### src/rtl/ctrl_seq.sv
// Multi-cycle control sequencer for the 8-bit CPU core: steps each instruction
// through FETCH/DECODE/EXEC/MEM/WB, owns the memory handshakes and strobes.
module ctrl_seq #(
    parameter int MEM_TIMEOUT = 15,
    parameter int CNT_W       = 16
) (
    input  logic             clk,
    input  logic             rst_n,
    input  logic             run,
    input  logic             halt_req,
    input  logic             im_ready,
    input  logic             dm_ready,
    input  logic             Branch,
    input  logic             Mem2Reg,
    input  logic             RF_w_en,
    input  logic             DM_w_en,
    input  logic             DM_r_en,
    input  logic             is_jal,
    input  logic             alu_zero_taken,
    output logic             im_req,
    output logic             ir_en,
    output logic             alu_en,
    output logic             dm_req,
    output logic             dm_we,
    output logic             dm_re,
    output logic             rf_we,
    output logic             wb_sel_mem,
    output logic             pc_en,
    output logic             pc_sel,
    output logic             busy,
    output logic             bus_err,
    output logic [2:0]       state,
    output logic [CNT_W-1:0] instret
);

    typedef enum logic [2:0] {
        S_IDLE   = 3'd0,
        S_FETCH  = 3'd1,
        S_DECODE = 3'd2,
        S_EXEC   = 3'd3,
        S_MEM    = 3'd4,
        S_WB     = 3'd5
    } state_t;

    // Bit positions inside the latched decoder-flag vector
    localparam int C_JAL = 0;
    localparam int C_DMR = 1;
    localparam int C_DMW = 2;
    localparam int C_RFW = 3;
    localparam int C_M2R = 4;
    localparam int C_BR  = 5;

    localparam logic [7:0] TIMEOUT_C = 8'(MEM_TIMEOUT);

    state_t           state_reg, state_next;
    logic [5:0]       ctl_reg, ctl_next;
    logic             taken_reg, taken_next;
    logic             halt_reg, halt_next;
    logic             bus_err_reg, bus_err_next;
    logic [7:0]       wait_reg, wait_next;
    logic [CNT_W-1:0] instret_reg, instret_next;

    always_ff @(posedge clk or negedge rst_n) begin
        if (!rst_n) begin
            state_reg   <= S_IDLE;
            ctl_reg     <= '0;
            taken_reg   <= 1'b0;
            halt_reg    <= 1'b0;
            bus_err_reg <= 1'b0;
            wait_reg    <= '0;
            instret_reg <= '0;
        end else begin
            state_reg   <= state_next;
            ctl_reg     <= ctl_next;
            taken_reg   <= taken_next;
            halt_reg    <= halt_next;
            bus_err_reg <= bus_err_next;
            wait_reg    <= wait_next;
            instret_reg <= instret_next;
        end
    end

    always_comb begin
        state_next   = state_reg;
        ctl_next     = ctl_reg;
        taken_next   = taken_reg;
        instret_next = instret_reg;
        bus_err_next = 1'b0;
        case (state_reg)
            S_IDLE: begin
                if (run) state_next = S_FETCH;
            end
            S_FETCH: begin
                // A ready on the last allowed wait cycle still wins over the timeout
                if (im_ready) begin
                    state_next = S_DECODE;
                end else if (wait_reg == TIMEOUT_C) begin
                    state_next   = S_IDLE;
                    bus_err_next = 1'b1;
                end
            end
            S_DECODE: begin
                ctl_next   = {Branch, Mem2Reg, RF_w_en, DM_w_en, DM_r_en, is_jal};
                state_next = S_EXEC;
            end
            S_EXEC: begin
                taken_next = ctl_reg[C_JAL] | (ctl_reg[C_BR] & alu_zero_taken);
                state_next = (ctl_reg[C_DMR] | ctl_reg[C_DMW]) ? S_MEM : S_WB;
            end
            S_MEM: begin
                if (dm_ready) begin
                    state_next = S_WB;
                end else if (wait_reg == TIMEOUT_C) begin
                    state_next   = S_IDLE;
                    bus_err_next = 1'b1;
                end
            end
            S_WB: begin
                instret_next = instret_reg + 1'b1;
                state_next   = halt_reg ? S_IDLE : S_FETCH;
            end
            default: state_next = S_IDLE;
        endcase
    end

    // Wait counter runs only while a handshake is outstanding; any state change clears it
    always_comb begin
        wait_next = wait_reg;
        if (state_next != state_reg) begin
            wait_next = '0;
        end else if ((state_reg == S_FETCH && !im_ready) ||
                     (state_reg == S_MEM && !dm_ready)) begin
            wait_next = wait_reg + 8'd1;
        end
    end

    always_comb begin
        halt_next = halt_reg;
        if (state_next == S_IDLE) begin
            halt_next = 1'b0;
        end else if (state_reg != S_IDLE && halt_req) begin
            halt_next = 1'b1;
        end
    end

    assign im_req     = (state_reg == S_FETCH);
    assign ir_en      = (state_reg == S_FETCH) & im_ready;
    assign alu_en     = (state_reg == S_EXEC);
    assign dm_req     = (state_reg == S_MEM);
    assign dm_we      = (state_reg == S_MEM) & ctl_reg[C_DMW];
    assign dm_re      = (state_reg == S_MEM) & ctl_reg[C_DMR];
    assign rf_we      = (state_reg == S_WB) & ctl_reg[C_RFW];
    assign wb_sel_mem = (state_reg == S_WB) & ctl_reg[C_M2R];
    assign pc_en      = (state_reg == S_WB);
    assign pc_sel     = (state_reg == S_WB) & taken_reg;
    assign busy       = (state_reg != S_IDLE);
    assign bus_err    = bus_err_reg;
    assign state      = state_reg;
    assign instret    = instret_reg;

endmodule

### config.mk
export PLATFORM = sky130hd
export DESIGN_NAME = ctrl_seq
export DESIGN_NICKNAME = d
export VERILOG_FILES = /design/src/rtl/ctrl_seq.sv
export SDC_FILE = /design/constraint.sdc
export NUM_CORES = 1
export LEC_CHECK = 0
export BUFFER_PORTS_ARGS = -buffer_cell sky130_fd_sc_hd__buf_4
export CORE_ASPECT_RATIO = 0.75
export CORE_UTILIZATION = 32
export CTS_BUF_LIST = sky130_fd_sc_hd__clkbuf_4 sky130_fd_sc_hd__clkbuf_8
export DETAILED_ROUTE_END_ITERATION = 10
export PLACE_DENSITY = 0.6
export SLEW_MARGIN = 20
export SYNTH_ARGS = -nofsm -noshare
export SYNTH_HDL_FRONTEND = slang
export SYNTH_SLANG_ARGS = --single-unit
### constraint.sdc
create_clock -name clk -period 1.95 [get_ports clk]
set_input_delay 0.0975 -clock clk [delete_from_list [all_inputs] [get_ports clk]]
set_output_delay 0.0975 -clock clk [all_outputs]
set_load 0.02 [all_outputs]
==> results.yml <==
synthesis:
  synthCells: 162
  yosys-top-cells-area: "dfrtp_1 52%, xnor2_1 8.5%, mux2_2 4.5%, nor2_1 4.5%, nand2_1 3.4%"
  synth.distinct_cells: 35
  synth_seq_cells: 36
  avgSynthCellArea_um2: 10.8
  yosys.area.top_type: "dfrtp_1"
  ys_seq_area_share_pct: 51.6
  synth-edff-count: 0
  synth_fp_nets: 177
  post-synth-top-count-cell: "dfrtp_1"
  synth_top_area_share_pct: 51.6
  ys_async_sr_fraction_pct: 100
  synth_flop_cell: "dfrtp_1"
  netlist_area_um2: 1740
  synth_commonest_cells: "36 x dfrtp_1, 21 x nor2_1, 17 x xnor2_1, 16 x nand2_1, 7 x mux2_2"
  yosys_warnings: 0
cells_and_area:
  diodes: 0
  final_layout_size_suffix_gt1_share_pct: 34.7
  final_area_um2: 2300
  syn2layout_area_growth_pct: 31.6
  final_nets: 230
  largest_register_ffs: 16
setup_path:
  critPathKind: "flop to primary output"
  max_stage_delay_ns: 0.41
  crit_path_top_delay_cell: "dfrtp_1"
  critPathLaunchType: "flop"
  r2r_start: "state[1]"
  cp_common_cell: "buf_4"
  crit_chain: "buf_4 -> nor3b_1 -> buf_4 -> and2_1 -> buf_4"
  cp_max_fo: 10
  path_delay_family: "buffers and inverters"
  cp_num_buf_inv: 3
  cp-startpoint: "state[0]"
  crit_path_end_kind: "primary output"
  cp.arrival_ns: 1.61
  cp.required_ns: 1.85
power:
  ir_drop_v: 0.000764
  power_density_nw_per_um2: 1230
  leakage_nw: 1.06
clock_tree:
  clock-sinks: 36
  cts_tree: "done"
  htreeDepth: 2
  cts_buffers: 5
  postCtsHoldBufs: 1
  post_cts_resized: 0
  clk_path_buf_depth: 2
  post_cts_buffers: 0
  worst_setup_hold_path_clk_slew_ns: 0.07
  clk_latency_ns: 0.29
  cts-root-buf: "clkbuf_8"
drt:
  drc: 0
  wl_mm: 3.49
  drt-initial-drc-count: 14
  ant_nets: 0
  firstDrtPassIters: 4
  vias_per_cell: 4.51
  routedWlPerCell_um: 12.1
  vias: 1300
die:
  io_pins: 44
  die_height_um: 65.9
  die_w_um: 87.3
  coreArea_um2: 5060
  start_util_pct: 34.4
  dieArea_um2: 5750
  rows: 22
sta:
  max_slew_margin_pct: 69.6
  fin_crit_sh_pct: 87.6
  fin_crit_ns: 1.71
  rsz0062_at_grt: "false"
  tightestPinTransition_ns: 0.457
  setup_violations: 0
  skew_ns: 0.00593
  max_freq_ghz: 0.586
  slew_violations: 0
  layout_setup_ws_ns: 0.242
  tns_ns: 0
  finalHoldViolCount: 0
  holdWs_ns: 0.0320
global_routing:
  track_usage_pct: 13.6
  grt_first_pass_wirelength_mm: 5.91
  grt_pass1_vias: 1315
  antenna_found_initial: 0
  grt.overflow.total: 0
  grt_max_degree: 37
run_status:
  status: "completed"
placed_design:
  gp_congestion: 0.767
  port_buffers: 43
  dp_hpwl_mm: 2.57
  dp_slack_ns: 0.279
  place_area_um2: 2170
hold_path:
  hp-start: "is_jal"
  hold_path.class: "input port to flop"
job:
  max_cap_violations: 0
-- metrics by stage --
step           instances  util, %  power (mW)
6_report             288     45.3        2.83
5_1_grt              288     45.3        3.01
4_1_cts              288     45.3        2.87
3_5_place_dp         279     42.9        2.19
3_3_place_gp         279     42.9        2.19
2_1_floorplan        162        -        1.78
-- per-layer routing --
metal / global-route usage, % / vias up / routed length [um]
met4: 6.76 / 0 / 66
li1: - / 653 / -
met3: 3.87 / 7 / 173
met5: 0 / - / 0
met2: 20.4 / 34 / 1500
met1: 18.0 / 606 / 1750
-- report_power, final --
part	internal (mW)	switching [mW]	leakage [nW]
Sequential	0.906	0.145	0.477
Combinational	0.525	0.592	0.530
Clock	0.378	0.279	0.0541
-- final cells by class --
cell class                 count  area, um^2
clock inverter                 3        42.5
fill                         521        2770
clock buffer                   5        68.8
sequential                    36         901
timing repair buffer          49         370
inverter                       5        18.8
tap                           72        90.1
multi-input combinational    118         805
-- path summary, 6_finish.rpt --
path	endpoint	slack (ns)	depth (start not counted)
max	dm_we	0.24	5
min	ctl_reg[0]	0.03	2
max reg2reg	instret[15]	0.29	5
min reg2reg	taken_reg	0.48	2
max in group asynchronous	bus_err	1.32	2
min in group asynchronous	instret[9]	0.31	2
-- placed cells by master (no fill, tap or decap), types with 2 or more instances in the layout --
cell       n
a21oi_1    4
and2_1     6
and3_1     2
buf_4     48
clkbuf_8   5
dfrtp_1   36
ha_1       2
inv_1      5
mux2_2     7
mux2i_1    2
nand2_1   16
nand2b_1   2
nand3_1    3
nand4_1    4
nor2_1    21
nor3_1     3
nor3_2     2
nor3b_1    2
nor4_1     2
o21ai_0    4
or2_2      2
xnor2_1   17
xor2_1     5
-- logic make-up after synthesis --
| group | synth area share (%) |
|---|---|
| simple gates | 22.0 |
| flops | 51.6 |
| xor+xnor | 11.0 |
| compound gates | 5.95 |
| mux | 5.67 |
| buf+inv | 2.22 |
| fa+ha+maj | 1.43 |
No activity file was read; power rests on OpenSTA's default activity.
